`config.mk`:
```
export PLATFORM = sky130hd
export DESIGN_NAME = video_timing_detector
export DESIGN_NICKNAME = d
export VERILOG_FILES = /design/src/rtl/video_timing_pkg.sv /design/src/rtl/sync_edge_detect.sv /design/src/rtl/video_timing_detector.sv
export SDC_FILE = /design/constraint.sdc
export NUM_CORES = 1
export LEC_CHECK = 0
export CAP_MARGIN = 20
export CORE_ASPECT_RATIO = 2
export CORE_MARGIN = 2
export CORE_UTILIZATION = 55
export DETAILED_ROUTE_END_ITERATION = 6
export DONT_BUFFER_PORTS = 1
export PLACE_DENSITY = 0.73
export SYNTH_ARGS = -nofsm -noshare
export SYNTH_HDL_FRONTEND = slang
export SYNTH_SLANG_ARGS = --single-unit
```
`constraint.sdc`:
```
create_clock -name clk_pixel -period 6.96 [get_ports clk_pixel]
set_input_delay 1.74 -clock clk_pixel [delete_from_list [all_inputs] [get_ports clk_pixel]]
set_output_delay 1.74 -clock clk_pixel [all_outputs]
set_load 0.02 [all_outputs]
```
`src/rtl/video_timing_pkg.sv`:
```
// Shared video timing definitions: default panel geometry, counter width and
// the lock FSM encoding used by the timing detector.
package video_timing_pkg;

    localparam int H_TOTAL_DEF     = 600;
    localparam int H_ACTIVE_DEF    = 480;
    localparam int V_TOTAL_DEF     = 833;
    localparam int V_ACTIVE_DEF    = 800;
    localparam int LOCK_FRAMES_DEF = 2;
    localparam int CNT_W_DEF       = 11;

    typedef logic [1:0] vt_state_t;

    localparam vt_state_t ST_SEARCH = 2'd0;
    localparam vt_state_t ST_VERIFY = 2'd1;
    localparam vt_state_t ST_LOCKED = 2'd2;

endpackage

```
`src/rtl/sync_edge_detect.sv`:
```
// Registers an active-low sync input and pulses on its falling edge.
// Both flops reset high so that the idle level never looks like an edge.
module sync_edge_detect (
    input  logic clk_pixel,
    input  logic rst_n,
    input  logic sig_i,
    output logic fall_o
);

    logic sig_q;
    logic prev_q;

    always_ff @(posedge clk_pixel or negedge rst_n) begin
        if (!rst_n) begin
            sig_q  <= 1'b1;
            prev_q <= 1'b1;
        end else begin
            sig_q  <= sig_i;
            prev_q <= sig_q;
        end
    end

    assign fall_o = prev_q & ~sig_q;

endmodule

```
`src/rtl/video_timing_detector.sv`:
```
// Measures incoming hsync/vsync/active geometry, locks onto a stable mode,
// flags deviation from the expected mode and regenerates pixel coordinates.
module video_timing_detector
    import video_timing_pkg::*;
#(
    parameter int H_TOTAL_EXP  = H_TOTAL_DEF,
    parameter int H_ACTIVE_EXP = H_ACTIVE_DEF,
    parameter int V_TOTAL_EXP  = V_TOTAL_DEF,
    parameter int V_ACTIVE_EXP = V_ACTIVE_DEF,
    parameter int LOCK_FRAMES  = LOCK_FRAMES_DEF,
    parameter int CNT_W        = CNT_W_DEF
) (
    input  logic             clk_pixel,
    input  logic             rst_n,
    input  logic             hsync_in,
    input  logic             vsync_in,
    input  logic             active_in,
    output logic [CNT_W-1:0] meas_h_total,
    output logic [CNT_W-1:0] meas_h_active,
    output logic [CNT_W-1:0] meas_v_total,
    output logic [CNT_W-1:0] meas_v_active,
    output logic             locked,
    output logic             mismatch,
    output logic             err,
    output logic             frame_start,
    output logic             active_out,
    output logic [9:0]       pixel_x,
    output logic [9:0]       pixel_y,
    output logic [1:0]       dbg_state
);

    localparam logic [CNT_W-1:0] CMAX = '1;

    function automatic logic [CNT_W-1:0] sinc(input logic [CNT_W-1:0] v);
        return (v == CMAX) ? v : v + 1'b1;
    endfunction

    logic hedge, vedge;
    logic s_a_q;

    sync_edge_detect u_hs (.clk_pixel(clk_pixel), .rst_n(rst_n), .sig_i(hsync_in), .fall_o(hedge));
    sync_edge_detect u_vs (.clk_pixel(clk_pixel), .rst_n(rst_n), .sig_i(vsync_in), .fall_o(vedge));

    logic [CNT_W-1:0] h_cnt_q, h_cnt_d, a_cnt_q, a_cnt_d;
    logic [CNT_W-1:0] line_cnt_q, line_cnt_d, vact_cnt_q, vact_cnt_d;
    logic [CNT_W-1:0] mht_q, mht_d, mha_q, mha_d, mvt_q, mvt_d, mva_q, mva_d;
    logic [CNT_W-1:0] prev_vt_q, prev_vt_d, prev_va_q, prev_va_d;
    logic             la_q, la_d, line_err_q, line_err_d, skip_q, skip_d, sat_q, sat_d;
    logic             have_prev_q, have_prev_d, locked_q, locked_d, err_q, err_d;
    logic             mismatch_q, mismatch_d, act_out_q;
    logic [2:0]       stable_q, stable_d, stable_inc;
    vt_state_t        state_q, state_d;
    logic [9:0]       px_q, px_d, py_q, py_d;

    logic [CNT_W-1:0] h_inc, snap_vt, snap_va, x_val, y_val;
    logic             hedge_bad, lerr_now, snap_match, sat_now, wd_fire;

    always_comb begin
        h_inc      = sinc(h_cnt_q);
        // Until a full line has been measured after acquisition the reference is stale.
        hedge_bad  = hedge && (h_inc != mht_q) && (state_q != ST_SEARCH) && !skip_q;
        lerr_now   = line_err_q | hedge_bad;
        snap_vt    = hedge ? sinc(line_cnt_q) : line_cnt_q;
        snap_va    = (hedge && la_q) ? sinc(vact_cnt_q) : vact_cnt_q;
        snap_match = (snap_vt == prev_vt_q) && (snap_va == prev_va_q);
        sat_now    = (h_cnt_q == CMAX) || (line_cnt_q == CMAX);
        wd_fire    = sat_now && !sat_q;
        stable_inc = stable_q + 3'd1;
        x_val      = hedge ? '0 : a_cnt_q;
        y_val      = vedge ? '0 : snap_va;

        h_cnt_d     = hedge ? '0 : h_inc;
        a_cnt_d     = a_cnt_q;
        la_d        = hedge ? s_a_q : (la_q | s_a_q);
        line_cnt_d  = line_cnt_q;
        vact_cnt_d  = vact_cnt_q;
        mht_d       = hedge ? h_inc : mht_q;
        mha_d       = mha_q;
        mvt_d       = vedge ? snap_vt : mvt_q;
        mva_d       = vedge ? snap_va : mva_q;
        line_err_d  = vedge ? 1'b0 : lerr_now;
        skip_d      = skip_q;
        sat_d       = sat_now;
        state_d     = state_q;
        stable_d    = stable_q;
        have_prev_d = have_prev_q;
        prev_vt_d   = prev_vt_q;
        prev_va_d   = prev_va_q;
        locked_d    = locked_q;
        err_d       = 1'b0;
        px_d        = px_q;
        py_d        = py_q;

        if (hedge) begin
            a_cnt_d = {{(CNT_W-1){1'b0}}, s_a_q};
            if (a_cnt_q != '0) mha_d = a_cnt_q;
        end else if (s_a_q) begin
            a_cnt_d = sinc(a_cnt_q);
        end

        if (vedge) begin
            line_cnt_d = '0;
            vact_cnt_d = '0;
        end else if (hedge) begin
            line_cnt_d = sinc(line_cnt_q);
            if (la_q) vact_cnt_d = sinc(vact_cnt_q);
        end

        if (vedge && state_q == ST_SEARCH) skip_d = 1'b1;
        else if (hedge)                    skip_d = 1'b0;

        if (vedge) begin
            case (state_q)
                ST_SEARCH: begin
                    state_d     = ST_VERIFY;
                    stable_d    = '0;
                    have_prev_d = 1'b0;
                end
                ST_VERIFY: begin
                    if (!have_prev_q) begin
                        prev_vt_d   = snap_vt;
                        prev_va_d   = snap_va;
                        have_prev_d = 1'b1;
                        stable_d    = '0;
                    end else if (snap_match && !lerr_now) begin
                        stable_d = stable_inc;
                        if (int'(stable_inc) >= LOCK_FRAMES) begin
                            state_d  = ST_LOCKED;
                            locked_d = 1'b1;
                        end
                    end else begin
                        stable_d  = '0;
                        prev_vt_d = snap_vt;
                        prev_va_d = snap_va;
                    end
                end
                ST_LOCKED: begin
                    if (!snap_match || lerr_now) begin
                        state_d   = ST_VERIFY;
                        stable_d  = '0;
                        locked_d  = 1'b0;
                        err_d     = 1'b1;
                        prev_vt_d = snap_vt;
                        prev_va_d = snap_va;
                    end
                end
                default: state_d = ST_SEARCH;
            endcase
        end

        // Watchdog fires once on entering saturation and wins over the frame logic.
        if (wd_fire) begin
            state_d     = ST_SEARCH;
            stable_d    = '0;
            have_prev_d = 1'b0;
            locked_d    = 1'b0;
            err_d       = 1'b1;
        end

        mismatch_d = locked_d && ((mht_d != CNT_W'(H_TOTAL_EXP)) || (mha_d != CNT_W'(H_ACTIVE_EXP)) ||
                                  (mvt_d != CNT_W'(V_TOTAL_EXP)) || (mva_d != CNT_W'(V_ACTIVE_EXP)));

        if (s_a_q) begin
            px_d = x_val[9:0];
            py_d = y_val[9:0];
        end
    end

    always_ff @(posedge clk_pixel or negedge rst_n) begin
        if (!rst_n) begin
            s_a_q <= 1'b0;       h_cnt_q <= '0;       a_cnt_q <= '0;
            line_cnt_q <= '0;    vact_cnt_q <= '0;    la_q <= 1'b0;
            mht_q <= '0;         mha_q <= '0;         mvt_q <= '0;      mva_q <= '0;
            prev_vt_q <= '0;     prev_va_q <= '0;     line_err_q <= 1'b0;
            skip_q <= 1'b0;      sat_q <= 1'b0;       state_q <= ST_SEARCH;
            stable_q <= '0;      have_prev_q <= 1'b0; locked_q <= 1'b0;
            err_q <= 1'b0;       mismatch_q <= 1'b0;  act_out_q <= 1'b0;
            px_q <= '0;          py_q <= '0;
        end else begin
            s_a_q <= active_in;  h_cnt_q <= h_cnt_d;  a_cnt_q <= a_cnt_d;
            line_cnt_q <= line_cnt_d; vact_cnt_q <= vact_cnt_d; la_q <= la_d;
            mht_q <= mht_d;      mha_q <= mha_d;      mvt_q <= mvt_d;   mva_q <= mva_d;
            prev_vt_q <= prev_vt_d; prev_va_q <= prev_va_d; line_err_q <= line_err_d;
            skip_q <= skip_d;    sat_q <= sat_d;      state_q <= state_d;
            stable_q <= stable_d; have_prev_q <= have_prev_d; locked_q <= locked_d;
            err_q <= err_d;      mismatch_q <= mismatch_d; act_out_q <= s_a_q;
            px_q <= px_d;        py_q <= py_d;
        end
    end

    assign meas_h_total  = mht_q;
    assign meas_h_active = mha_q;
    assign meas_v_total  = mvt_q;
    assign meas_v_active = mva_q;
    assign locked        = locked_q;
    assign mismatch      = mismatch_q;
    assign err           = err_q;
    assign frame_start   = vedge;
    assign active_out    = act_out_q;
    assign pixel_x       = px_q;
    assign pixel_y       = py_q;
    assign dbg_state     = state_q;

endmodule

```
==> results of run 1 <==
==> flip-flops by register name, indices dropped and copies added, names as in the netlist, 2 cells and up <==
signal,flops
dbg_state,2
a_cnt_q,11
line_cnt_q,11
pixel_y,10
prev_vt_q,11
meas_h_total,11
meas_v_total,11
pixel_x,10
vact_cnt_q,11
meas_h_active,11
meas_v_active,11
prev_va_q,11
stable_q,3
h_cnt_q,11
==> final cells by class <==
| class | instances | area (µm²) |
|---|---|---|
| clock inverter | 14 | 186 |
| inverter | 48 | 180 |
| timing repair buffer | 7 | 52.6 |
| sequential | 149 | 3730 |
| tap | 155 | 194 |
| multi-input combinational | 547 | 3520 |
| fill | 1135 | 5210 |
| clock buffer | 18 | 439 |
==> worst max-delay path: stages, from the launching register on <==
cell	delay, ns
dfrtp_1	0.48
ha_1	0.32
nand2_1	0.19
a2111oi_0	0.69
mux2_2	0.41
a2111o_1	0.29
or4_4	0.44
nor4_4	0.40
nand3_2	0.20
o221ai_4	0.91
mux2_1	0.39
==> layer usage <==
metal | vias up | part of all wire, % | global-route usage (%)
met3 | 63 | 4.8 | 5.77
met1 | 2917 | 36 | 31.2
met2 | 220 | 54 | 51.4
li1 | 2737 | - | -
met4 | 0 | 5.4 | 15.3
met5 | - | 0 | 0
==> power breakdown <==
group          switching (W)  internal [W]  total [W]
clock network       0.000402      0.000557   0.000959
registers           0.000143      0.000942    0.00108
logic               0.000261      0.000178   0.000439
total               0.000806       0.00168    0.00248
==> logic make-up (layout without fill, tap and decap cells) <==
group / count (synthesis) / after routing / share of synthesized area (%)
buf+inv: 87 / 87 / 4.61
fa+ha+maj: 11 / 11 / 1.81
simple gates: 299 / 299 / 19.9
xor+xnor: 40 / 40 / 4.61
flops: 149 / 149 / 49.1
compound gates: 145 / 145 / 12.8
mux: 52 / 52 / 7.21
==> cells in the final DEF, fill, tap and decap left out, types with 10 or more instances in the layout <==
master,instances
o21ai_0,59
and3_1,10
inv_1,48
clkbuf_16,17
mux2i_1,30
a21oi_1,19
nand4_1,21
dfrtp_1,145
mux2_2,20
nor3_1,17
nand3_1,36
nand2_1,79
nor2_1,73
xnor2_1,21
ha_1,11
xor2_1,19
nor4_1,10
==> per-stage QoR <==
| stage | worst slack [ns] | utilization (%) | instances | hold slack [ns] |
|---|---|---|---|---|
| after floorplan | 3.21 | - | 783 | 0.351 |
| after global placement | 2.30 | 56.8 | 905 | 0.353 |
| after detailed placement | 2.19 | 56.8 | 905 | 0.356 |
| after CTS | 2.18 | 61.4 | 937 | 0.366 |
| after global routing | 1.80 | 61.5 | 938 | 0.376 |
| final | 2.11 | 61.5 | 938 | 0.365 |
==> path summary, 6_finish.rpt <==
check                                   startpoint                  endpoint
max in group asynchronous                    rst_n     u_hs.prev_q$_DFF_PN1_
max reg2reg                line_cnt_q[0]$_DFF_PN0_  prev_vt_q[4]$_DFFE_PN0P_
min in group asynchronous                    rst_n      h_cnt_q[3]$_DFF_PN0_
min reg2reg                   u_vs.sig_q$_DFF_PN1_     u_vs.prev_q$_DFF_PN1_
max                        line_cnt_q[0]$_DFF_PN0_  prev_vt_q[4]$_DFFE_PN0P_
min                           u_vs.sig_q$_DFF_PN1_     u_vs.prev_q$_DFF_PN1_
==> results by group, run 1 <==
Run status
  – Status: finished clean

Critical path
  – Reg2reg setup slack: approximately 2.1 ns
  – Worst EP required: 7.26 ns
  – CP Capture Type: flip-flop
  – FF-to-FF path depth: 10
  – WP data arrival: 5.14 ns
  – Worst-path fanout max: 22
  – Critical setup path kind: flip-flop to flip-flop
  – Setup crit start kind: flip-flop

Timing
  – FMAX: slightly above 200 MHz
  – Worst Tran Pin Value: ~1.1 ns
  – Fin. Hold Viols: 0
  – Unrepaired setup endpoints after global routing: no
  – Final TNS setup: 0 ns
  – Crit path time final: around 4.8 ns
  – Clock Skews: roughly 0.013 ns
  – Max transition margin: a little over a quarter
  – # setup viols final: 0
  – Final Max Slew Viols: 0
  – Fin crit share: between 60% and 70%

CTS
  – CTS tree: built
  – Clk sinks: about 150
  – Worst-Skew Late Latency: around 0.43 ns
  – Clock-pin slew on the worst setup and hold paths: 0.07 ns
  – Clock root buffer: clkbuf_16
  – CTS Buf Count: 17
  – Hold-fix buffers, CTS: 0
  – Post-CTS Setup Bufs: 0
  – Resize count post-CTS: 0
  – Max clock buf depth: 2
  – Htree depth: 4

Global route
  – First-pass GRT wire length: between 30 and 40 mm
  – Gr usage total: between 20% and 30%
  – Initial antenna violation count: 0
  – Grt ovf: 0
  – Vias in the first global route: ~6k
  – Largest net degree at the start of global routing: 150

Floorplan
  – I/O pin count: between 70 and 80
  – Core area: 13,500 µm²
  – Die H: 170 µm
  – Die ar.: around 15,000 µm²
  – Rows: 60
  – Die Wd: 87.1 µm
  – Initial Utilization: 56.3%

Place
  – Placed wire-length estimate: 15.0 mm
  – PortBufs: 0
  – Placer Congestion: 0.968
  – Placed inst area: between 7000 and 8000 µm²

Logic synthesis
  – Synthesized area per cell: a little under 10 µm²
  – Synth Cell Area: 7600 µm²
  – Distinct cells, synth: 68
  – Top cell type's share of synthesized area: between 40% and 50%
  – Yosys reg bits: 149
  – Top-count cell post-synth: dfrtp_1
  – Yosys warns: 0
  – Post-synth EDFFs: 0
  – Syn_nets: ~800
  – Ys async rst share: 100%
  – Synth cell count leaders: 145 x dfrtp_1, 79 x nand2_1, 73 x nor2_1, 59 x o21ai_0, 48 x inv_1
  – Cell count after synthesis: roughly 780
  – Synth top area cells: dfrtp_1 48%, mux2i_1 3.9%, nand2_1 3.9%, o21ai_0 3.9%, nor2_1 3.6%
  – Yosys top cell by area: dfrtp_1
  – Post-synth top flop: dfrtp_1
  – Seq/Total Area, Yosys: 49.1%

Flow run
  – Maxcap violations: 0

Finish
  – Ant. Diodes: 0
  – Finished Cell Area: 8310 µm²
  – Layout cells sized above 1: roughly a tenth
  – Fin nets: ~800
  – Layout area overhead: 9.27%

Route
  – Iter 0 DRT Violations: about 430
  – Drt via density: ~6.3
  – DRC errors left: 0
  – Total wire length after detailed routing: roughly 20 mm
  – Via count: 5,937
  – Post-DRT Antenna Nets: 0
  – Drt pass-1 iters: 6
  – DR WL/cell: between 20 and 25 µm

Power
  – Pwr/cell area: between 200 and 300 nW/µm²
  – P_leak: around 3.8 nW
  – VDD IR max: between 0.2 and 0.25 mV
  – Power Total: around 0.0025 W

Worst hold path
  – Worst Hold Depth: 0
  – Type of the tightest min-delay check: flip-flop to flip-flop
No activity file was read; power rests on OpenSTA's default activity.
==> run 2: changes to the inputs <==
Settings changed: PLACE_DENSITY 0.73 to 0.76.
Clock period 6.96 ns to 4.1 ns, I/O delays scaled along.
==> results by group, run 2 (synthesis gave the netlist of run 1 again) <==
Run status
  – Status: finished clean

CTS
  – Htree depth: 4
  – CTS tree: built
  – CTS Buf Count: 17
  – Clk sinks: 149
  – Worst-Skew Late Latency: between 0.4 and 0.5 ns
  – Max clock buf depth: 2
  – Clock-pin slew on the worst setup and hold paths: around 0.060 ns
  – Clock root buffer: clkbuf_16

Place
  – Placed inst area: between 7000 and 8000 µm²
  – Dpl cells: between 900 and 1k
  – Placer Congestion: 0.963
  – Placed wire-length estimate: around 14 mm
  – PortBufs: 0

Global route
  – Gr usage total: roughly 29%
  – Grt ovf: 0
  – Initial antenna violation count: 0
  – First-pass GRT wire length: approximately 32 mm
  – Largest net degree at the start of global routing: 150
  – Vias in the first global route: approximately 6.2k

Finish
  – Fin nets: 798
  – Ant. Diodes: 0
  – Final Non-Filler Cells: 950
  – Fin util: between 60% and 70%
  – Most frequent cells in the layout: 145 x dfrtp_1, 79 x nand2_1, 73 x nor2_1
  – Commonest non-fill, non-tap cell in the layout: dfrtp_1
  – Layout cells sized above 1: a little under an eighth
  – Finished Cell Area: approximately 8400 µm²
  – Layout area overhead: 10.5%

Power
  – Power Total: ~0.0042 W
  – P_leak: about 3.8 nW
  – Seq pwr share: about 44%
  – VDD IR max: approximately 0.32 mV
  – Int Power: slightly below 0.003 W
  – Switch Pwr: around 0.0013 W
  – Pwr/cell area: 504 nW/µm²
  – Comb pwr share: 18.0%
  – Clk pwr share: between 30% and 40%
  – Net Sw Frac: 31.2%

Timing
  – FMAX: around 260 MHz
  – Worst Tran Pin Value: about 0.7 ns
  – Final TNS setup: 0 ns
  – Unrepaired setup endpoints after global routing: no
  – Fin crit share: between 90 and 100%
  – Final Max Slew Viols: 0
  – Crit path time final: 3.86 ns
  – Fin. Hold Viols: 0
  – # setup viols final: 0
  – Max transition margin: between 50% and 60%
  – Clock Skews: about 0.0083 ns

Floorplan
  – Core area: 13,500 µm²
  – Die ar.: around 15,000 µm²
  – I/O pin count: 76
  – Initial Utilization: between 50% and 60%
  – Die Wd: between 80 and 90 µm
  – Die H: approximately 170 µm
  – Rows: 60

Route
  – Total wire length after detailed routing: between 15 and 20 mm
  – DRC errors left: 0
  – Drt via density: 6.33
  – Iter 0 DRT Violations: about 560
  – Post-DRT Antenna Nets: 0
  – Via count: roughly 6.0k
  – DR WL/cell: approximately 21 µm
  – Drt pass-1 iters: 6

Critical path
  – Reg-to-reg startpoint: vact_cnt_q[1]$_DFFE_PN0P_
  – WP data arrival: about 4.2 ns
  – Worst EP required: 4.44 ns
  – Crit. Startpoint: vact_cnt_q[1]$_DFFE_PN0P_
  – FF-to-FF path depth: 11
  – Reg2reg setup slack: 0.24 ns
  – Worst-path fanout max: 21
  – Reg-to-reg endpoint: prev_va_q[10]$_DFFE_PN0P_
  – Worst setup endpoint: prev_va_q[10]$_DFFE_PN0P_
  – CP Capture Type: flip-flop
  – Setup crit start kind: flip-flop
  – Critical setup path kind: flip-flop to flip-flop

Flow run
  – Maxcap violations: 0

Worst hold path
  – Type of the tightest min-delay check: input port to asynchronous set/reset pin
## run 2: changes by cell type in the layout (fill, tap and decap cells not counted), sizes merged
cell      change
inv           -1
buf          +12
clkinvlp      +3
clkbuf        +2
clkinv        -5
bufinv        +1
## run 2: worst min path at each step
stage | cells past startpoint | startpoint | slack, ns | endpoint
after detailed placement | 0 | u_vs.sig_q$_DFF_PN1_ | 0.36 | u_vs.prev_q$_DFF_PN1_
final | 0 | rst_n | 0.29 | pixel_y[7]$_DFFE_PN0P_
after global placement | 0 | u_vs.sig_q$_DFF_PN1_ | 0.36 | u_vs.prev_q$_DFF_PN1_
after CTS | 0 | rst_n | 0.28 | pixel_y[7]$_DFFE_PN0P_
after floorplan | 0 | u_vs.sig_q$_DFF_PN1_ | 0.35 | u_vs.prev_q$_DFF_PN1_
after global routing | 0 | rst_n | 0.28 | pixel_y[7]$_DFFE_PN0P_
## run 2: worst max-delay path, cell delays in order, from the launching register on
cell and delay (ns):
dfrtp_1 0.40, ha_1 0.24, nand2_1 0.13, or4_1 0.68, a311oi_4 0.42, xnor2_1 0.10
or4_4 0.55, nor4_4 0.33, nand3_2 0.18, o221ai_4 0.26, buf_12 0.24, mux2i_1 0.23
## run 2: power groups by stage
stage	Sequential (W)	Clock, W	Combinational (W)
floorplan	0.00180	0	0.000589
global placement	0.00186	0	0.000725
detailed placement	0.00186	0	0.000744
CTS	0.00184	0.00166	0.000752
global route	0.00186	0.00172	0.000834
finish	0.00184	0.00163	0.000760
## run 2: stage by stage
step                setup slack (ns)  hold slack [ns]
floorplan                      0.346            0.351
global placement               0.297            0.362
detailed placement             0.257            0.364
CTS                            0.237            0.282
global route                  0.0262            0.279
finish                         0.243            0.290
## run 2: layout make-up
class                           instances  area [µm²]
Clock buffer                           20         447
Multi-Input combinational cell        547        3520
Timing Repair Buffer                   19         155
Fill cell                            1132        5120
Sequential cell                       149        3730
Inverter                               48         180
Tap cell                              155         194
Clock inverter                         12         165
## run 2: timing repair
action | 4_1_cts | 5_1_grt
endpoints found under the setup margin | 0 | 11
buffers inserted | 0 | 0
hold buffers | 0 | 0
endpoints found under the hold margin | 0 | 0
gates resized for setup | 0 | 1
## run 2: routing by layer
metal	up-vias	track usage (%)	wire length, µm
met3	84	5.14	855
met1	2933	30.6	6860
met2	234	50.1	10900
li1	2766	-	-
met5	-	0	0
met4	0	19.3	1320
